`src/rtl/paula_audio_pkg.sv`:
```
// Shared constants and width helpers for the Paula PDM receive path.
// Accumulator width and PCM scaling both derive from CIC order and decimation ratio.
package paula_audio_pkg;

  localparam int PCM_W   = 15;
  localparam int PCM_MAX = 16383;
  localparam int PCM_MIN = -16384;

  typedef logic signed [PCM_W-1:0] pcm_t;

  // Bit growth of an ORDER-stage CIC at ratio 2^dec_log2, plus sign and the +full-scale code.
  function automatic int acc_w(input int order, input int dec_log2);
    return 2 + order * dec_log2;
  endfunction

  // Positive: left shift into PCM range; negative: arithmetic right shift.
  function automatic int scale_shift(input int order, input int dec_log2);
    return 14 - order * dec_log2;
  endfunction

endpackage

```
`src/rtl/paula_audio_cic_decim.sv`:
```
// One channel of the PDM decoder: CIC integrators, tick-rate comb, scale/saturate.
// Optional DC blocker after saturation when PAULA_AUDIO_PDM_DCBLOCK_EN is defined.
module paula_audio_cic_decim
  import paula_audio_pkg::*;
#(
  parameter int DEC_LOG2 = 4,
  parameter int ORDER    = 3
) (
  input  logic       clk,
  input  logic       reset,
  input  logic       clk7_en,
  input  logic       tick,
  input  logic       bit_in,
  output pcm_t       pcm
);

  localparam int ACC_W = acc_w(ORDER, DEC_LOG2);
  localparam int SHIFT = scale_shift(ORDER, DEC_LOG2);
  localparam int SHL   = (SHIFT > 0) ? SHIFT : 0;
  localparam int SHR   = (SHIFT < 0) ? -SHIFT : 0;

  typedef logic signed [ACC_W-1:0] acc_t;

  acc_t x_in;
  acc_t integ    [ORDER];
  acc_t comb_dly [ORDER];
  acc_t comb     [ORDER];
  pcm_t pcm_p1;

  function automatic pcm_t scale_sat(input acc_t v);
    logic signed [31:0] w;
    w = {{(32-ACC_W){v[ACC_W-1]}}, v};
    w = (w <<< SHL) >>> SHR;
    if (w > PCM_MAX) return PCM_W'(PCM_MAX);
    if (w < PCM_MIN) return PCM_W'(PCM_MIN);
    return w[PCM_W-1:0];
  endfunction

  assign x_in = bit_in ? acc_t'(1) : '1;

  // Integrator stages: modulo-2^ACC_W wrap is intentional; the comb undoes it.
  always_ff @(posedge clk) begin
    if (reset) begin
      for (int k = 0; k < ORDER; k++) integ[k] <= '0;
    end else if (clk7_en) begin
      integ[0] <= integ[0] + x_in;
      for (int k = 1; k < ORDER; k++) integ[k] <= integ[k] + integ[k-1];
    end
  end

  always_comb begin
    comb[0] = integ[ORDER-1] - comb_dly[0];
    for (int k = 1; k < ORDER; k++) comb[k] = comb[k-1] - comb_dly[k];
  end

  // Comb delay line and output register advance at the decimated tick only.
  always_ff @(posedge clk) begin
    if (reset) begin
      for (int k = 0; k < ORDER; k++) comb_dly[k] <= '0;
      pcm_p1 <= '0;
    end else if (tick) begin
      comb_dly[0] <= integ[ORDER-1];
      for (int k = 1; k < ORDER; k++) comb_dly[k] <= comb[k-1];
      pcm_p1 <= scale_sat(comb[ORDER-1]);
    end
  end

`ifdef PAULA_AUDIO_PDM_DCBLOCK_EN
  logic               vld_p1;
  pcm_t               dc_x_prev;
  pcm_t               dc_y_p2;
  logic signed [16:0] x17;
  logic signed [16:0] xp17;
  logic signed [16:0] yp17;
  logic signed [16:0] dc_sum;

  function automatic pcm_t dc_sat(input logic signed [16:0] v);
    if (v > 17'sd16383) return PCM_W'(PCM_MAX);
    if (v < -17'sd16384) return PCM_W'(PCM_MIN);
    return v[PCM_W-1:0];
  endfunction

  assign x17    = {{2{pcm_p1[PCM_W-1]}}, pcm_p1};
  assign xp17   = {{2{dc_x_prev[PCM_W-1]}}, dc_x_prev};
  assign yp17   = {{2{dc_y_p2[PCM_W-1]}}, dc_y_p2};
  assign dc_sum = x17 - xp17 + yp17 - (yp17 >>> 8);

  // DC blocker runs once per new CIC sample, one clk after the tick.
  always_ff @(posedge clk) begin
    if (reset) begin
      vld_p1    <= 1'b0;
      dc_x_prev <= '0;
      dc_y_p2   <= '0;
    end else begin
      vld_p1 <= tick;
      if (vld_p1) begin
        dc_x_prev <= pcm_p1;
        dc_y_p2   <= dc_sat(dc_sum);
      end
    end
  end

  assign pcm = dc_y_p2;
`else
  assign pcm = pcm_p1;
`endif

endmodule

```
`src/rtl/paula_audio_pdm_decoder.sv`:
```
// Stereo 1-bit PDM to 15-bit PCM decoder: shared decimation counter, two CIC channels.
// Define PAULA_AUDIO_PDM_DCBLOCK_EN to add a DC blocker (one extra clk of latency).
module paula_audio_pdm_decoder
  import paula_audio_pkg::*;
#(
  parameter int DEC_LOG2 = 4,
  parameter int ORDER    = 3
) (
  input  logic                    clk,
  input  logic                    reset,
  input  logic                    clk7_en,
  input  logic                    left_in,
  input  logic                    right_in,
  output logic signed [PCM_W-1:0] ldata,
  output logic signed [PCM_W-1:0] rdata,
  output logic                    sample_valid
);

  logic [DEC_LOG2-1:0] dec_cnt;
  logic                tick;
  logic                vld_p1;

  assign tick = clk7_en && (dec_cnt == '1);

  always_ff @(posedge clk) begin
    if (reset) begin
      dec_cnt <= '0;
      vld_p1  <= 1'b0;
    end else begin
      vld_p1 <= tick;
      if (clk7_en) dec_cnt <= dec_cnt + 1'b1;
    end
  end

`ifdef PAULA_AUDIO_PDM_DCBLOCK_EN
  logic vld_p2;

  always_ff @(posedge clk) begin
    if (reset) vld_p2 <= 1'b0;
    else       vld_p2 <= vld_p1;
  end

  assign sample_valid = vld_p2;
`else
  assign sample_valid = vld_p1;
`endif

  paula_audio_cic_decim #(
    .DEC_LOG2 (DEC_LOG2),
    .ORDER    (ORDER)
  ) u_left (
    .clk     (clk),
    .reset   (reset),
    .clk7_en (clk7_en),
    .tick    (tick),
    .bit_in  (left_in),
    .pcm     (ldata)
  );

  paula_audio_cic_decim #(
    .DEC_LOG2 (DEC_LOG2),
    .ORDER    (ORDER)
  ) u_right (
    .clk     (clk),
    .reset   (reset),
    .clk7_en (clk7_en),
    .tick    (tick),
    .bit_in  (right_in),
    .pcm     (rdata)
  );

endmodule
```
`config.mk`:
```
export PLATFORM = sky130hd
export DESIGN_NAME = paula_audio_pdm_decoder
export DESIGN_NICKNAME = d
export VERILOG_FILES = /design/src/rtl/paula_audio_pkg.sv /design/src/rtl/paula_audio_cic_decim.sv /design/src/rtl/paula_audio_pdm_decoder.sv
export SDC_FILE = /design/constraint.sdc
export NUM_CORES = 1
export LEC_CHECK = 0
export CAP_MARGIN = 20
export CORE_ASPECT_RATIO = 2
export CORE_MARGIN = 5
export CORE_UTILIZATION = 30
export DETAILED_ROUTE_END_ITERATION = 16
export PLACE_DENSITY = 0.5
export SLEW_MARGIN = 25
export SYNTH_ARGS = -nofsm -noshare
export SYNTH_HDL_FRONTEND = slang
export SYNTH_SLANG_ARGS = --single-unit
export TNS_END_PERCENT = 5
```
`constraint.sdc`:
```
create_clock -name clk -period 8.6 [get_ports clk]
set_input_delay 0.86 -clock clk [delete_from_list [all_inputs] [get_ports clk]]
set_output_delay 0.86 -clock clk [all_outputs]
set_load 0.05 [all_outputs]
```
==> results.txt, run 1 <==
Number of gates resized after CTS: 0
Antenna cells: 0
Power per cell area: 263 nW/µm²
Post-CTS setup buffer count: 0
Worst slew pin tran: 0.899 ns
Commonest cells after routing, fill and taps aside: edfxtp_1 (168), ha_1 (155), nor2_1 (146)
Register area: 5710 µm²
Syn nets: 1603
Site Rows: 112
Worst Setup End Kind: register
Max VDD drop: 139 µV
Total gr overflow: 0
Peak fanout along the critical path: 8
Worst setup SP type: register
Chip width: 164 µm
Most common cell after layout, fill and taps aside: edfxtp_1
First-pass GRT wire length: 46900 µm
Final setup TNS: 0 ns
Outcome: complete, no violations
Fin. max-slew vios: 0
Prevailing post-synth register cell: edfxtp_1
Hold buffers post-CTS: 0
Netlist Area Pre-Place: 14200 µm²
DRC Markers: 0
CTS tree: done
CP arrival: 6.22 ns
Avg Vias per Cell: 4.74
WP data required: 9.01 ns
Worst slack, placed: 2.75 ns
Wire per inst: 13.3 µm
Synth Area per Inst: 9.89 µm²
Antenna Violating Nets Remaining: 0
Synth cell types: 73
Die ar.: 51900 µm²
Core ar.: 46700 µm²
Pin count of the biggest net entering global routing: 78
P_leak: 0.00662 µW
Sequential-to-total area share from yosys stat: 0.403
Final-layout fill cell count: 4729
Die height: 317 µm
Post-synth EDFFs: 168
Pwr Total: 4190 µW
Final count of hold timing violations: 0
Multi-input gate area: 7820 µm²
IO Port Bufs: 35
Initial antenna violation count: 0
Final setup fails: 0
Max Cap Viol: 0
Cts bufs inserted: 21
HP Class: register to register
Layout area overhead: 12.4%
Final WS setup: 2.79 ns
Mapped Cells: 1431
1st-pass router iterations: 4
Total track usage: 0.109
Starting Density: 0.303
Max_slew headroom: 0.401
Clock slew at reported path FFs: 0.06 ns
Layout cell share with drive strength beyond 1: 0.0419
WS Path Type: register to register
Worst skew pair latency: 0.52 ns
Htree depth: 1
Async set-reset flop share out of synthesis: 0
Clock tree sinks: 201
Root Driver: clkbuf_16
Synth warnings: 0
Total vias in the final route: 9983
RD Place Congestion: 0.807
# nets final: 1636
Wirelength, routed: 28100 µm
CTS max path bufs: 3
I/O pin cnt: 36
Vias in the first global route: 10300
Clock skew: 0.0122 ns
RSZ-0062 raised after global routing: no
Fin crit period: 5.81 ns
Final period utilization: 0.675
Fmax achieved: 172 MHz
Post-placement cell count: 2068
Starting DRT DRC Count: 273
#FFs+latches synth: 201
Layout Cells excl Fill: 2105
HPWL after DPL: 20800 µm
==> worst max-delay path: stages (launching register included) <==
cell and delay [ns]:
edfxtp_1 0.40, inv_1 0.10, ha_1 0.17, inv_1 0.05, fa_1 0.39, a21o_1 0.19, a21oi_1 0.23, o21bai_1 0.09
a21o_1 0.20, a21oi_1 0.22, nor2b_1 0.08, nor2_1 0.12, xnor2_1 0.15, ha_1 0.33, nand3_1 0.11, nand2_1 0.05
a41o_1 0.23, o41ai_1 0.31, xnor2_1 0.20, ha_1 0.34, and2b_1 0.21, nand3_1 0.08, o311ai_0 0.14, a311oi_2 0.69
a21oi_2 0.24, a221o_1 0.37
==> layout make-up <==
| type | count | area share |
|---|---|---|
| multi-input cells | 1066 | 0.491 |
| flip-flops and latches | 201 | 0.358 |
| clock inverters | 10 | 0.00637 |
| inverters | 134 | 0.0317 |
| clock buffers | 27 | 0.0384 |
| well taps | 627 | 0.0493 |
| repair buffers | 40 | 0.0244 |
==> synth_stat cells (4+ instances only) <==
library cell / instances / area share
o21bai_1: 16 / 0.0085
a221o_1: 17 / 0.012
nor2b_1: 24 / 0.011
nor3_1: 31 / 0.011
clkbuf_1: 22 / 0.0058
a41oi_1: 6 / 0.0037
o41ai_1: 5 / 0.0031
and3_1: 13 / 0.0057
a21oi_1: 92 / 0.033
o21ai_0: 62 / 0.022
nand2b_1: 18 / 0.0080
nand3_1: 23 / 0.0081
or3_1: 16 / 0.0071
and2_1: 76 / 0.034
mux2i_1: 9 / 0.0064
nand3b_1: 5 / 0.0027
a21o_1: 32 / 0.017
ha_1: 155 / 0.14
a211oi_1: 15 / 0.0080
edfxtp_1: 168 / 0.36
nand2_1: 61 / 0.016
nand4_1: 4 / 0.0018
maj3_1: 4 / 0.0028
fa_1: 12 / 0.017
xnor2_1: 88 / 0.054
nor3b_1: 7 / 0.0037
a31oi_1: 10 / 0.0044
xor2_1: 41 / 0.025
o21a_1: 20 / 0.011
nor2_1: 146 / 0.039
dfxtp_1: 33 / 0.047
inv_1: 134 / 0.036
==> final timing paths <==
kind	slack [ns]	cells past startpoint	startpoint	end
setup reg to reg	2.79	25	u_left.integ[0][28]	u_left.pcm[12]
hold reg to reg	0.46	2	u_left.pcm[2]	u_left.pcm[2]
setup / recovery	2.79	25	u_left.integ[0][28]	u_left.pcm[12]
hold / removal	0.46	2	u_left.pcm[2]	u_left.pcm[2]
==> where the power goes <==
group	total (µW)	switching (µW)	internal (µW)
registers	1170	41.9	1130
logic	2060	1180	881
clock network	962	401	561
total	4190	1620	2570
==> layer usage <==
| metal | up-vias | global-route usage | share of wire |
|---|---|---|---|
| li1 | 5153 | - | - |
| met1 | 4706 | 0.102 | 0.37 |
| met2 | 87 | 0.234 | 0.58 |
| met3 | 37 | 0.0132 | 0.027 |
| met4 | 0 | 0.0380 | 0.024 |
| met5 | - | 0 | 0 |
==> flip-flops by register name, summed over array words and instances, names as in the netlist <==
register and flops:
dec_cnt 4, u_right.integ 42, u_right.comb_dly 42, u_right.pcm 14
sample_valid 1, u_left.integ 42, u_left.comb_dly 42, u_left.pcm 14
==> cell families after synthesis <==
group	share of synthesized area
AND/OR/NAND/NOR	0.158
AO/OA/AOI/OAI	0.145
buffers and inverters	0.0449
adder cells (fa/ha/maj)	0.158
multiplexers	0.00636
XOR/XNOR	0.0849
flip-flops	0.403
==> per-stage QoR <==
stage	hold WS, ns	util	area [µm²]
detailed placement	0.453	0.326	15200
floorplan	0.487	-	14200
finish	0.455	0.341	15900
global route	0.476	0.341	15900
global placement	0.447	0.326	15200
CTS	0.461	0.341	15900
No activity file was read; power rests on OpenSTA's default activity.
==> run 2: changes to the inputs <==
==> constraint.sdc (replaced) <==
create_clock -name clk -period 5.8 [get_ports clk]
set_input_delay 0.58 -clock clk [delete_from_list [all_inputs] [get_ports clk]]
set_output_delay 0.58 -clock clk [all_outputs]
set_load 0.05 [all_outputs]
==> run 2 against run 1 <==
Largest cell class unchanged. Critical endpoint is now u_left.pcm[4]. First-iteration DRC count down 15%. Register-to-register slack worse by 2.5 ns. Largest power group unchanged. Core utilization about the same.
==> results.txt, run 2 (synthesis gave the netlist of run 1 again) <==
Most common cell after layout, fill and taps aside: edfxtp_1
Worst slew pin tran: 0.876 ns
Die ar.: 51900 µm²
Fin util: 0.342
HP Class: register to register
Sw frac: 0.392
Clock tree sinks: 201
Antenna Violating Nets Remaining: 0
Cts bufs inserted: 20
Commonest cells after routing, fill and taps aside: edfxtp_1 (168), ha_1 (153), nor2_1 (146)
Seq pwr share: 0.276
WP data required: 6.22 ns
Final period utilization: 0.945
Worst reg-to-reg setup slack: 0.32 ns
Worst slack, placed: 0.00730 ns
Power per cell area: 394 nW/µm²
Hold EP: u_left.pcm[2]
CP arrival: 5.90 ns
Avg Vias per Cell: 4.75
Fin crit period: 5.48 ns
Final WS setup: 0.316 ns
NetSw: 2460 µW
First-pass GRT wire length: 46500 µm
Site Rows: 112
RSZ-0062 raised after global routing: yes
Pin count of the biggest net entering global routing: 71
Peak fanout along the critical path: 6
Reg2Reg Depth: 26
CTS tree: done
Clock share of power: 0.211
# nets final: 1640
Starting DRT DRC Count: 233
Clock skew: 0.0110 ns
Wire per inst: 13.4 µm
Antenna cells: 0
Starting Density: 0.303
Total vias in the final route: 10000
Reg-to-Reg Start: u_left.integ[0][28]
Htree depth: 1
Clock slew at reported path FFs: 0.06 ns
Beginning of the worst hold path: u_left.pcm[2]
I/O pin cnt: 36
Worst skew pair latency: 0.52 ns
Final count of hold timing violations: 0
Root Driver: clkbuf_16
Wirelength, routed: 28200 µm
RD Place Congestion: 0.806
Outcome: complete, no violations
Reg2reg end: u_left.pcm[4]
DRC Markers: 0
Fin. max-slew vios: 0
IO Port Bufs: 35
Hold depth: 2
1st-pass router iterations: 4
Layout cell share with drive strength beyond 1: 0.0473
Final setup TNS: 0 ns
Worst Setup End Kind: register
Final setup fails: 0
Die height: 317 µm
Max Cap Viol: 0
Layout Cells excl Fill: 2107
HPWL after DPL: 21000 µm
Post-placement cell count: 2071
Max_slew headroom: 0.416
CTS max path bufs: 3
WS Path Type: register to register
Chip width: 164 µm
Worst setup SP type: register
Initial antenna violation count: 0
Core ar.: 46700 µm²
Layout area overhead: 12.6%
Max VDD drop: 273 µV
WHS: 0.451 ns
Fmax achieved: 182 MHz
Total track usage: 0.109
Comb power frac: 0.513
Vias in the first global route: 10100
Total gr overflow: 0
Internal Power: 3820 µW
P_leak: 0.00661 µW
run 2: cell types whose count changed in the layout (fill, tap and decap cells not counted), sizes merged:
cell	delta
clkbuf	-2
clkinv	-1
buf	+5
run 2: per-stage QoR:
stage	total power, µW	instance area [µm²]
after CTS	6240	15900
after global placement	4810	15200
after global routing	6770	15900
after floorplan	4220	14200
final	6280	15900
after detailed placement	4880	15200
run 2: per-layer routing:
layer | GRT usage | vias to the layer above | share of wire
li1 | - | 5150 | -
met1 | 0.0987 | 4716 | 0.35
met2 | 0.234 | 95 | 0.59
met3 | 0.0127 | 46 | 0.026
met4 | 0.0443 | 0 | 0.033
met5 | 0 | - | 0
run 2: power by group through the flow:
stage,clock (µW),sequential (µW),combinational [µW]
2_1_floorplan,0,1750,2480
4_1_cts,1380,1740,3130
3_3_place_gp,0,1760,3050
3_5_place_dp,0,1770,3110
6_report,1320,1730,3220
5_1_grt,1420,1750,3610
run 2: layout make-up:
type	count	area, µm²
inverter	134	505
clock inverter	9	88.8
timing repair buffer	45	425
tap	627	785
multi-input combinational	1066	7890
clock buffer	25	541
fill	4771	30700
sequential	201	5710
run 2: what timing repair did:
action                                  4_1_cts  5_1_grt
hold buffers                                  0        0
buffers inserted                              0        2
pin swaps                                     0        6
gates resized for setup                       1       14
endpoints found under the setup margin        3       27
run 2: how the worst max path moves through the flow:
stage / from / to / slack, ns / cells past startpoint
after floorplan: u_left.integ[0][28] / u_left.pcm[12] / 0.70 / 25
after global placement: u_left.integ[0][28] / u_left.pcm[13] / 0.15 / 27
after detailed placement: u_left.integ[0][28] / u_left.pcm[13] / 0.007 / 27
after CTS: u_left.integ[0][28] / u_left.pcm[13] / 0.11 / 27
after global routing: u_left.integ[0][28] / u_left.pcm[4] / -0.08 / 26
final: u_left.integ[0][28] / u_left.pcm[4] / 0.32 / 26
run 2: critical path, cell delays in order (launching register included):
cell and delay, ns:
edfxtp_1 0.39, inv_1 0.10, ha_1 0.16, inv_1 0.05, fa_1 0.39, a21o_1 0.21
a21oi_2 0.17, o21bai_1 0.09, a21o_1 0.20, a21oi_1 0.23, nor2b_1 0.07, nor2_1 0.11
xnor2_1 0.15, ha_2 0.35, a21oi_1 0.14, o21ai_0 0.12, a211oi_2 0.32, a21oi_2 0.13
xor2_1 0.17, ha_1 0.36, inv_1 0.11, o311ai_1 0.41, a311oi_2 0.06, buf_4 0.18
buf_4 0.15, maj3_1 0.34, a211oi_1 0.22
==> run 3: changes to the inputs <==
--- a/config.mk
+++ b/config.mk
@@ -7,9 +7,10 @@
 export LEC_CHECK = 0
 export CAP_MARGIN = 20
 export CORE_ASPECT_RATIO = 2
-export CORE_MARGIN = 5
+export CORE_MARGIN = 8
 export CORE_UTILIZATION = 30
 export DETAILED_ROUTE_END_ITERATION = 16
+export GPL_TIMING_DRIVEN = 0
 export PLACE_DENSITY = 0.5
 export SLEW_MARGIN = 25
 export SYNTH_ARGS = -nofsm -noshare
==> run 3 against run 2 <==
Global-route usage shrank 0.31 points. Clock power is essentially flat. Register-to-register slack is essentially flat. Hold slack gained 0.0058 ns. First-iteration DRC count shrank 15%. Sequential power is essentially flat. Total power grew 1.9%. Core utilization grew 0.47 points. Critical path type unchanged. Critical endpoint unchanged. Largest power group unchanged.
==> results.txt, run 3 (synthesis gave the netlist of run 1 again) <==
Worst reg-to-reg setup slack: 0.32 ns
Die ar.: 54800 µm²
Starting DRT DRC Count: 199
Reg-to-Reg Start: u_left.integ[0][28]
Wire per inst: 13.6 µm
WHS: 0.457 ns
CTS tree: done
Reg2reg end: u_left.pcm[4]
Site Rows: 112
WP data required: 6.22 ns
Vias in the first global route: 10300
Hold EP: u_right.pcm[14]
P_leak: 0.00670 µW
Htree depth: 1
Root Driver: clkbuf_16
Layout area overhead: 14.1%
Total vias in the final route: 10100
Outcome: complete, no violations
Fin crit period: 5.48 ns
I/O pin cnt: 36
Total track usage: 0.106
Chip width: 170 µm
RSZ-0062 raised after global routing: yes
Worst setup SP type: register
Final count of hold timing violations: 0
HPWL after DPL: 22700 µm
Peak fanout along the critical path: 6
1st-pass router iterations: 6
Cts bufs inserted: 20
Worst slew pin tran: 0.872 ns
CP arrival: 5.90 ns
Pin count of the biggest net entering global routing: 49
Initial antenna violation count: 0
Die height: 323 µm
Clock tree sinks: 201
Worst Setup End Kind: register
DRC Markers: 0
Max VDD drop: 201 µV
Hold depth: 2
Total gr overflow: 0
Most common cell after layout, fill and taps aside: edfxtp_1
Starting Density: 0.303
Wirelength, routed: 29000 µm
Final period utilization: 0.945
Antenna cells: 0
Clock slew at reported path FFs: 0.06 ns
Avg Vias per Cell: 4.73
WS Path Type: register to register
Antenna Violating Nets Remaining: 0
Max_slew headroom: 0.419
Fmax achieved: 182 MHz
Final-layout fill cell count: 4715
Commonest cells after routing, fill and taps aside: edfxtp_1 (168), ha_1 (154), nor2_1 (146)
Worst skew pair latency: 0.52 ns
IO Port Bufs: 33
Reg2Reg Depth: 27
Final setup fails: 0
Layout cell share with drive strength beyond 1: 0.0590
Clock skew: 0.0140 ns
Beginning of the worst hold path: u_right.pcm[14]
Max Cap Viol: 0
Core ar.: 46700 µm²
RD Place Congestion: 0.800
# nets final: 1667
HP Class: register to register
Power per cell area: 396 nW/µm²
CTS max path bufs: 3
Fin. max-slew vios: 0
Pwr Total: 6400 µW
First-pass GRT wire length: 47400 µm
[run 3: cell types whose count changed in the layout (fill, tap and decap cells not counted), moves of 3 or more]
cell and change:
buf_1 +3, clkbuf_2 +3, clkbuf_1 +21, clkinv_1 -3
[run 3: routing by layer]
metal / vias to the layer above / wire (µm) / global-route usage / share of wire
met5: - / 0 / 0 / 0
met4: 0 / 1010 / 0.0385 / 0.035
met3: 47 / 739 / 0.0101 / 0.025
met2: 115 / 17200 / 0.235 / 0.59
met1: 4736 / 10100 / 0.0913 / 0.35
li1: 5209 / - / - / -
[run 3: worst max path at each step]
stage                    startpoint              to  slack [ns]  depth (start not counted)
2_1_floorplan   u_left.integ[0][28]  u_left.pcm[12]        0.70                         25
3_3_place_gp    u_left.integ[0][28]  u_left.pcm[12]       -0.17                         25
3_5_place_dp    u_left.integ[0][28]  u_left.pcm[12]       -0.25                         25
4_1_cts         u_left.integ[0][28]  u_left.pcm[13]        0.02                         26
5_1_grt        u_right.integ[0][28]  u_right.pcm[2]       -0.04                         27
6_report        u_left.integ[0][28]   u_left.pcm[4]        0.32                         27
[run 3: worst max-delay path, cell delays in order (launching register included)]
cell and delay [ns]:
edfxtp_1 0.40, inv_1 0.09, ha_1 0.17, inv_1 0.05
fa_1 0.40, a21o_1 0.21, a21oi_2 0.18, o21bai_1 0.09
a21o_1 0.21, a21oi_2 0.17, nor2b_1 0.06, nor2_1 0.12
xnor2_1 0.15, ha_2 0.34, a21oi_1 0.14, o21ai_0 0.13
a211oi_2 0.33, buf_4 0.17, a21oi_2 0.07, xor2_1 0.16
ha_1 0.34, inv_1 0.10, nor4_2 0.30, a311oi_2 0.08
buf_4 0.18, buf_4 0.16, maj3_1 0.34, a211oi_1 0.23
[run 3: cell type report]
| type | count | area, µm² | area share |
|---|---|---|---|
| clock buffer | 29 | 579 | 0.0359 |
| tap | 627 | 785 | 0.0486 |
| timing repair buffer | 42 | 438 | 0.0271 |
| sequential | 201 | 5710 | 0.353 |
| buffer | 30 | 133 | 0.00821 |
| clock inverter | 7 | 57.6 | 0.00356 |
| inverter | 134 | 508 | 0.0314 |
| multi-input combinational | 1066 | 7950 | 0.492 |
[run 3: through the flow]
stage | area (µm²) | setup TNS [ns] | std cells | utilization | worst slack, ns
4_1_cts | 16000 | 0 | 2131 | 0.343 | 0.0204
6_report | 16200 | 0 | 2136 | 0.346 | 0.320
3_5_place_dp | 15300 | -2.78 | 2093 | 0.329 | -0.246
2_1_floorplan | 14200 | 0 | 1431 | - | 0.702
5_1_grt | 16200 | -0.259 | 2136 | 0.346 | -0.0406
3_3_place_gp | 15300 | -1.17 | 2091 | 0.327 | -0.170
[run 3: what timing repair did]
| action | in CTS | in global routing |
|---|---|---|
| hold buffers | 0 | 0 |
| endpoints found under the hold margin | 0 | 0 |
| setup buffers | 2 | 5 |
| pin swaps | 2 | 7 |
| resized for setup | 2 | 28 |
| setup endpoints to repair | 26 | 28 |
[run 3: where the power goes]
part | total [µW] | switching (µW) | internal [µW]
sequential | 1730 | 63.2 | 1670
combinational | 3360 | 1890 | 1460
clock | 1310 | 572 | 739
